### src/rtl/irq_priority_controller.sv
// Fixed-priority interrupt controller for the multi-cycle MIPS core: edge-detects
// maskable lines and an NMI, presents the winner at fetch via req/ack, tracks service.
module irq_priority_controller #(
  parameter int          NUM_IRQ     = 4,
  parameter logic [31:0] MI_VEC_BASE = 32'h0000_0040,
  parameter logic [31:0] VEC_STRIDE  = 32'h0000_0010,
  parameter logic [31:0] NMI_VECTOR  = 32'h0000_0080,
  localparam int         ID_W        = (NUM_IRQ > 1) ? $clog2(NUM_IRQ) : 1
) (
  input  logic               clk,
  input  logic               rst_n,
  input  logic [NUM_IRQ-1:0] irq,
  input  logic               nmi,
  input  logic [3:0]         control_state,
  input  logic               mask_we,
  input  logic [NUM_IRQ-1:0] mask_wdata,
  input  logic               int_ack,
  input  logic               eoi,
  output logic               int_req,
  output logic               int_nmi,
  output logic [ID_W-1:0]    int_id,
  output logic [31:0]        int_vector,
  output logic               in_service,
  output logic [NUM_IRQ-1:0] pending,
  output logic [NUM_IRQ-1:0] mask,
  output logic [2:0]         state
);

  typedef enum logic [2:0] {
    IDLE    = 3'd0,
    REQ     = 3'd1,
    MI_SVC  = 3'd2,
    NMI_SVC = 3'd3
  } state_t;

  state_t             fsm_q;
  logic [NUM_IRQ-1:0] irq_hist_p0;
  logic               nmi_hist_p0;
  logic [NUM_IRQ-1:0] pending_q;
  logic [NUM_IRQ-1:0] mask_q;
  logic               nmi_pend_q;
  logic               nested_q;
  logic               int_req_q;
  logic               int_nmi_q;
  logic [ID_W-1:0]    int_id_q;
  logic [31:0]        int_vector_q;
  logic               in_service_q;

  logic [NUM_IRQ-1:0] irq_rise;
  logic               nmi_rise;
  logic [NUM_IRQ-1:0] eligible;
  logic               has_eligible;
  logic [ID_W-1:0]    win_id;
  logic               boundary;
  logic               take_ack;
  logic [NUM_IRQ-1:0] pend_clr;
  logic               nmi_clr;

  // Lowest set index wins; scanning downward leaves the smallest index last.
  function automatic logic [ID_W-1:0] lowest_set(input logic [NUM_IRQ-1:0] v);
    logic [ID_W-1:0] id;
    id = '0;
    for (int i = NUM_IRQ - 1; i >= 0; i--) begin
      if (v[i]) id = ID_W'(i);
    end
    return id;
  endfunction

  function automatic logic [31:0] mi_vector(input logic [ID_W-1:0] id);
    return MI_VEC_BASE + 32'(id) * VEC_STRIDE;
  endfunction

  // Stage p0: edge detect against last cycle's line levels
  assign irq_rise     = irq & ~irq_hist_p0;
  assign nmi_rise     = nmi & ~nmi_hist_p0;
  assign eligible     = pending_q & ~mask_q;
  assign has_eligible = |eligible;
  assign win_id       = lowest_set(eligible);
  assign boundary     = (control_state == 4'd0);

  // An acked request retires its pending bit; a same-cycle rising edge re-sets it.
  assign take_ack = (fsm_q == REQ) && int_ack;
  assign pend_clr = (take_ack && !int_nmi_q) ? (NUM_IRQ'(1) << int_id_q) : '0;
  assign nmi_clr  = take_ack && int_nmi_q;

  // Stage p1: pending/mask bookkeeping and the request/service FSM
  always_ff @(posedge clk) begin
    if (!rst_n) begin
      fsm_q        <= IDLE;
      irq_hist_p0  <= '0;
      nmi_hist_p0  <= 1'b0;
      pending_q    <= '0;
      mask_q       <= '1;
      nmi_pend_q   <= 1'b0;
      nested_q     <= 1'b0;
      int_req_q    <= 1'b0;
      int_nmi_q    <= 1'b0;
      int_id_q     <= '0;
      int_vector_q <= '0;
      in_service_q <= 1'b0;
    end else begin
      irq_hist_p0 <= irq;
      nmi_hist_p0 <= nmi;
      pending_q   <= (pending_q & ~pend_clr) | irq_rise;
      nmi_pend_q  <= (nmi_pend_q & ~nmi_clr) | nmi_rise;
      if (mask_we) mask_q <= mask_wdata;

      case (fsm_q)
        IDLE: begin
          if (boundary && (nmi_pend_q || has_eligible)) begin
            int_req_q <= 1'b1;
            fsm_q     <= REQ;
            if (nmi_pend_q) begin
              int_nmi_q    <= 1'b1;
              int_vector_q <= NMI_VECTOR;
            end else begin
              int_nmi_q    <= 1'b0;
              int_id_q     <= win_id;
              int_vector_q <= mi_vector(win_id);
            end
          end
        end

        REQ: begin
          // Ack beats upgrade/withdraw: the core has already jumped to the vector.
          if (int_ack) begin
            int_req_q    <= 1'b0;
            in_service_q <= 1'b1;
            fsm_q        <= int_nmi_q ? NMI_SVC : MI_SVC;
          end else if (!int_nmi_q && nmi_pend_q) begin
            int_nmi_q    <= 1'b1;
            int_vector_q <= NMI_VECTOR;
          end else if (!int_nmi_q && mask_q[int_id_q]) begin
            int_req_q <= 1'b0;
            fsm_q     <= IDLE;
          end
        end

        MI_SVC: begin
          if (eoi) begin
            in_service_q <= 1'b0;
            fsm_q        <= IDLE;
          end else if (boundary && nmi_pend_q) begin
            nested_q     <= 1'b1;
            int_nmi_q    <= 1'b1;
            int_vector_q <= NMI_VECTOR;
            int_req_q    <= 1'b1;
            fsm_q        <= REQ;
          end
        end

        NMI_SVC: begin
          if (eoi) begin
            if (nested_q) begin
              nested_q     <= 1'b0;
              int_nmi_q    <= 1'b0;
              int_vector_q <= mi_vector(int_id_q);
              fsm_q        <= MI_SVC;
            end else begin
              in_service_q <= 1'b0;
              fsm_q        <= IDLE;
            end
          end
        end

        default: fsm_q <= IDLE;
      endcase
    end
  end

  assign int_req    = int_req_q;
  assign int_nmi    = int_nmi_q;
  assign int_id     = int_id_q;
  assign int_vector = int_vector_q;
  assign in_service = in_service_q;
  assign pending    = pending_q;
  assign mask       = mask_q;
  assign state      = fsm_q;

endmodule
### config.mk
export PLATFORM = sky130hd
export DESIGN_NAME = irq_priority_controller
export DESIGN_NICKNAME = d
export VERILOG_FILES = /design/src/rtl/irq_priority_controller.sv
export SDC_FILE = /design/constraint.sdc
export NUM_CORES = 1
export LEC_CHECK = 0
export ABC_AREA = 0
export BUFFER_PORTS_ARGS = -buffer_cell sky130_fd_sc_hd__clkbuf_2
export CAP_MARGIN = 10
export CORE_ASPECT_RATIO = 0.6
export CORE_UTILIZATION = 47
export CTS_BUF_LIST = sky130_fd_sc_hd__clkbuf_8 sky130_fd_sc_hd__clkbuf_16
export CTS_CLUSTER_SIZE = 20
export DETAILED_ROUTE_END_ITERATION = 8
export PLACE_DENSITY_LB_ADDON = 0.12
export SETUP_SLACK_MARGIN = 0.3
export SYNTH_ARGS = -nofsm -noshare
export SYNTH_HDL_FRONTEND = slang
export SYNTH_SLANG_ARGS = --single-unit
### constraint.sdc
create_clock -name clk -period 2.3 [get_ports clk]
set_input_delay 0.46 -clock clk [delete_from_list [all_inputs] [get_ports clk]]
set_output_delay 0.46 -clock clk [all_outputs]
set_load 0.005 [all_outputs]
==> flow_summary_export.csv, run 1 <==
group,metric,value,unit
run_status,status,"completed",
power,leakagePower,0.7507,nW
synthesis,synth_top_area_share,33.47,%
synthesis,yosys_warnings,0,
finish,diodes,0,
power,peakVddDrop,350.9,uV
grt,grt_overflow,0,
finish,area_growth,10.13,%
worst_setup_path,worstPathArrival,2.04,ns
synthesis,synthArstFlopShare,0,%
worst_setup_path,cp_max_fo,11,
synthesis,yosys.area.top_type,"dfxtp_1",
synthesis,postSynthCellCount,175,
detailed_routing,wl_per_cell,11.63,um
detailed_routing,first_iter_violations,45,
timing,fin_tns_setup,0,ns
detailed_routing,drcViolationCount,0,
synthesis,synth_cell_types,38,
clock_tree,post_cts_buffers,0,
finish,fin_area,1647,um2
detailed_routing,firstDrtPassIters,4,
worst_setup_path,crit_path_start_kind,"register",
grt,grtUsageTotal,18.33,%
detailed_routing,ant_nets,0,
timing,setup_viol,0,
floorplan,start_util,50.74,%
grt,antenna_found_initial,0,
synthesis,yosys-top-cells-area,"dfxtp_1 33%, buf_4 15%, mux2i_1 5.4%, nand2_1 4.5%, a21oi_1 4.0%",
worst_setup_path,critPathCaptureType,"register",
clock_tree,hold_buffers,0,
timing,fin_crit,1.885,ns
clock_tree,clkTransAtPathRegs,0.09,ns
timing,post-route-period-util,81.98,%
finish,register_area,500.5,um2
finish,nFillCells,293,
synthesis,yosysSeqAreaShare,33.47,%
clock_tree,h-tree-depth,1,
timing,final_max_slew_viol_count,0,
placed_design,place_area,1593,um2
clock_tree,clk_root_buffer_cell,"clkbuf_8",
floorplan,die_area,3418,um2
synthesis,yosysMostFrequentCell,"buf_4",
clock_tree,cts.sinks,25,
synthesis,synth_edf_count,0,
detailed_routing,finalWirelength,2.919,mm
grt,grt_pass1_wl,4.574,mm
run,maxCapViolCount,0,
synthesis,syn_area,1495,um2
worst_hold_path,min_path_type,"input port to register",
worst_setup_path,worstSetupPathType,"register to register",
clock_tree,tritoncts,"yes",
finish,drive_above_1_share,25.36,%
clock_tree,cts_buffers,3,
synthesis,synthTopCellsByCount,"30 x buf_4, 25 x dfxtp_1, 18 x nand2_1",
timing,rsz0062_at_grt,"yes",
placed_design,place_hpwl,2.300,mm
floorplan,die_h,45.69,um
floorplan,coreArea,2947,um2
placed_design,gp_routability_congestion,0.8253,
floorplan,io_pins,66,
finish,final_util,55.88,%
clock_tree,cts_resized,0,
synthesis,synth_area_per_cell,8.544,um2
detailed_routing,vias,1200,
clock_tree,clockBufferDepth,2,
power,cellPowerDensity,530.9,nW/um2
detailed_routing,vias_per_cell,4.781,
floorplan,dieWidth,74.82,um
grt,grt_max_degree,17,
finish,fin_nets,232,
clock_tree,clk_latency,0.27,ns
placed_design,io_buffers,36,
worst_setup_path,cp.required,2.45,ns
timing,finalHoldViolations,0,
finish,multi_input_area,833.3,um2
synthesis,synth_seq_cells,25,
grt,grt_pass1_vias,1031,
timing,fin_skew,0.0008533,ns
floorplan,rows,15,
timing,max_freq,530.4,MHz
synthesis,synth-main-ff-cell,"dfxtp_1",
metrics by stage:
stage | cells | hold WS, ns | setup WS [ns] | total power [mW]
2_1_floorplan | 203 | 0.4623 | 0.4437 | 0.6009
3_3_place_gp | 247 | 0.4746 | 0.3109 | 0.6124
3_5_place_dp | 247 | 0.4900 | 0.2257 | 0.6156
4_1_cts | 251 | 0.3958 | 0.3910 | 0.8757
5_1_grt | 251 | 0.3982 | 0.2841 | 0.9144
6_report | 251 | 0.3976 | 0.4146 | 0.8741
metal layers:
layer	GRT usage (%)	share of wire, %	vias up
li1	-	-	610
met1	25.57	52	545
met2	28.11	42	43
met3	5.752	5.9	2
met4	3.396	0.48	0
met5	0	0	-
worst max-delay path: stages (launching register included):
cell and delay [ns]:
dfxtp_1 0.36, inv_1 0.10, ha_1 0.40, nand2_1 0.18
nor3b_1 0.43, mux2i_1 0.24, nor2_1 0.05
path summary, 6_finish.rpt:
check / startpoint / to / slack (ns) / cells past startpoint
worst max-delay path: state[0]$_SDFFE_PN0P_ / int_id[1]$_SDFFE_PN0P_ / 0.41 / 6
worst min-delay path: irq[3] / irq_hist_p0[3]$_SDFF_PN0_ / 0.40 / 2
worst max register to register: state[0]$_SDFFE_PN0P_ / int_id[1]$_SDFFE_PN0P_ / 0.41 / 6
worst min register to register: irq_hist_p0[2]$_SDFF_PN0_ / pending[2]$_SDFF_PN0_ / 0.50 / 2
layout make-up:
type                       instances  area share, %
multi-input combinational        137          50.61
sequential                        25          30.40
timing repair buffer              38          11.85
tap                               42          3.191
clock buffer                       3          2.508
inverter                           5          1.140
clock inverter                     1         0.3040
power by group:
part / total, mW / switching, mW / internal, mW
logic: 0.136 / 0.0749 / 0.0612
registers: 0.471 / 0.0172 / 0.454
clock network: 0.267 / 0.145 / 0.121
total: 0.874 / 0.237 / 0.637
registers in the layout, summed over array words and instances, names as in the netlist:
name / flops
pending: 4
mask: 4
irq_hist_p0: 4
nested_q: 1
int_nmi: 1
int_vector: 3
in_service: 1
nmi_hist_p0: 1
int_req: 1
nmi_pend_q: 1
state: 2
int_id: 2
cell usage in the layout (no fill, tap or decap), drive strengths merged, types with 2 or more instances in the layout:
master   n
buf      2
mux2     2
nor2b    9
o21ai    5
nor3b    2
ha       4
a21oi   12
nand3    2
nor2    12
conb    29
nand2   18
nor3     3
dfxtp   25
clkbuf  39
mux2i    8
inv      5
nand2b   4
a32oi    2
and2     6
or4      2
a311oi   3
kinds of logic (layout without fill, tap and decap cells):
kind of cell / Yosys count / count (layout) / synth area share, %
AO/OA/AOI/OAI: 33 / 33 / 16.07
adder cells (fa/ha/maj): 4 / 4 / 3.347
buffers and inverters: 41 / 47 / 18.33
flip-flops: 25 / 25 / 33.47
multiplexers: 10 / 10 / 6.862
other: 1 / 29 / 0.2508
AND/OR/NAND/NOR: 61 / 61 / 21.67
(Power assumes the default switching activity.)
==> run 2: changes to the inputs <==
- clock period: 2.3 -> 1.8 ns (I/O delays scaled with it)
==> run 2 against run 1 <==
Net effect:
- critical endpoint is now int_vector[5]$_SDFFE_PN0P_
- register-to-register slack worse by 0.33 ns
- critical path depth down 1
- clock skew up 0.00062 ns
- first-iteration DRC count up 18%
- core utilization up 9.7 points
- via count up 7.7%
- highest routed layer unchanged
==> flow_summary_export.csv, run 2 (synthesis results as in run 1) <==
group,metric,value,unit
run_status,status,"completed",
floorplan,rows,15,
detailed_routing,vias_per_cell,4.894,
finish,nFillCells,247,
worst_setup_path,r2r-end,"int_vector[5]$_SDFFE_PN0P_",
detailed_routing,firstDrtPassIters,4,
clock_tree,clkTransAtPathRegs,0.08,ns
worst_setup_path,cp_max_fo,8,
power,switchingPower,0.3114,mW
finish,diodes,0,
finish,area_growth,29.29,%
detailed_routing,first_iter_violations,53,
worst_hold_path,hold_start,"nmi",
detailed_routing,drcViolationCount,0,
floorplan,die_h,45.69,um
finish,drive_above_1_share,41.89,%
floorplan,io_pins,66,
grt,antenna_found_initial,0,
power,pwr-share-comb,19.8,%
clock_tree,cts_buffers,3,
timing,setup_viol,0,
clock_tree,tritoncts,"yes",
placed_design,io_buffers,36,
worst_setup_path,cp_slowest_cell,"or4_4",
worst_setup_path,r2r-start,"pending[0]$_SDFF_PN0_",
power,sw_frac_of_total,27.04,%
power,peakVddDrop,380.9,uV
grt,grtUsageTotal,21.24,%
grt,grt_overflow,0,
finish,fin_nets,245,
power,power.share.clock,27.8,%
worst_hold_path,min_path_cells,2,
detailed_routing,finalWirelength,3.397,mm
power,p_int,0.8402,mW
worst_setup_path,worstSetupPathType,"register to register",
worst_setup_path,critPathCaptureType,"register",
clock_tree,cts.sinks,25,
clock_tree,clockBufferDepth,2,
floorplan,die_area,3418,um2
timing,fin_skew,0.001476,ns
finish,final_common_cell,"clkbuf_2",
worst_setup_path,crit_path_start_kind,"register",
worst_setup_path,worstPathCellList,"nor2b_4, or4_4, o211a_4, buf_6, a311oi_2",
timing,fin_tns_setup,0,ns
placed_design,gp_routability_congestion,0.8099,
grt,grt_pass1_vias,1107,
clock_tree,clk_root_buffer_cell,"clkbuf_8",
worst_setup_path,worstPathArrival,1.90,ns
floorplan,dieWidth,74.82,um
worst_hold_path,holdPathEnd,"nmi_hist_p0$_SDFF_PN0_",
detailed_routing,wl_per_cell,12.87,um
floorplan,coreArea,2947,um2
grt,grt_max_degree,17,
floorplan,start_util,50.74,%
power,cellPowerDensity,595.7,nW/um2
detailed_routing,vias,1292,
timing,max_freq,582.7,MHz
worst_setup_path,rrSetupSlack,0.08,ns
timing,final_max_slew_viol_count,0,
power,pwr-share-seq,52.5,%
timing,finalHoldViolations,0,
timing,fin_crit,1.716,ns
power,power,1.152,mW
run,maxCapViolCount,0,
power,leakagePower,0.8454,nW
clock_tree,clk_latency,0.26,ns
worst_setup_path,cp_slowest_stage_delay,0.56,ns
timing,rsz0062_at_grt,"yes",
grt,grt_pass1_wl,5.292,mm
worst_setup_path,worst-r2r-cell-count,5,
placed_design,place_hpwl,2.487,mm
detailed_routing,ant_nets,0,
finish,final_cell_mix,"36 x clkbuf_2, 29 x conb_1, 17 x nand2_1, 17 x dfxtp_1, 13 x buf_4",
worst_hold_path,min_path_type,"input port to register",
worst_setup_path,cp.required,1.98,ns
clock_tree,h-tree-depth,1,
timing,post-route-period-util,95.34,%
[run 2: cell count changes in the layout (fill, tap and decap cells not counted), sizes merged]
cell    delta
buf       +13
clkinv     -1
inv        +1
[run 2: power groups by stage]
stage	Combinational [mW]	Clock [mW]	Sequential, mW
after floorplan	0.163	0	0.615
after global placement	0.184	0	0.615
after detailed placement	0.188	0	0.616
after CTS	0.212	0.326	0.604
after global routing	0.253	0.348	0.607
final	0.228	0.320	0.604
[run 2: area by class of cell]
cell class / instances / area (um2) / share of cell area, %
timing repair buffer: 51 / 309.0 / 15.99
clock inverter: 1 / 3.754 / 0.1942
multi-input combinational: 137 / 989.7 / 51.20
clock buffer: 3 / 41.29 / 2.136
sequential: 25 / 515.5 / 26.67
tap: 42 / 52.55 / 2.718
inverter: 5 / 21.27 / 1.100
[run 2: worst max-delay path: cells and delay by family (launching register included)]
kind	cells	cell delay, ns
flops	1	0.33
simple gates	2	0.68
buf+inv	1	0.13
compound gates	2	0.49
[run 2: worst max-delay path by stage]
stage / from / endpoint
floorplan: control_state[1] / int_vector[6]$_SDFFE_PN0P_
global placement: control_state[1] / int_req$_SDFFE_PN0P_
detailed placement: control_state[1] / int_vector[6]$_SDFFE_PN0P_
CTS: pending[0]$_SDFF_PN0_ / int_vector[4]$_SDFFE_PN0P_
global route: state[0]$_SDFFE_PN0P_ / int_vector[5]$_SDFFE_PN0P_
finish: pending[0]$_SDFF_PN0_ / int_vector[5]$_SDFFE_PN0P_
[run 2: timing repair]
action                                  4_1_cts  5_1_grt
hold buffers                                  0        0
pin swaps                                     2        7
buffers inserted                              3        2
resized for setup                            22       12
endpoints found under the setup margin       12       13
hold endpoints to repair                      0        0
cloned                                        0        0
[run 2: stage by stage]
| stage | hold slack (ns) | instance area [um2] | worst slack (ns) | instances | util (%) |
|---|---|---|---|---|---|
| final | 0.3057 | 1933 | 0.08391 | 264 | 65.61 |
| after floorplan | 0.4548 | 1657 | 0.1305 | 203 | - |
| after detailed placement | 0.4718 | 1698 | -0.1132 | 255 | 57.62 |
| after CTS | 0.3050 | 1866 | 0.09175 | 262 | 63.31 |
| after global routing | 0.3050 | 1933 | 0.02271 | 264 | 65.61 |
| after global placement | 0.4679 | 1698 | -0.03072 | 255 | 57.62 |
[run 2: metal layers]
layer  global-route usage [%]  routed length, um
met1                    29.15               1679
met2                    34.95               1547
met3                    5.310                160
met4                    2.642                  8
met5                        0                  0
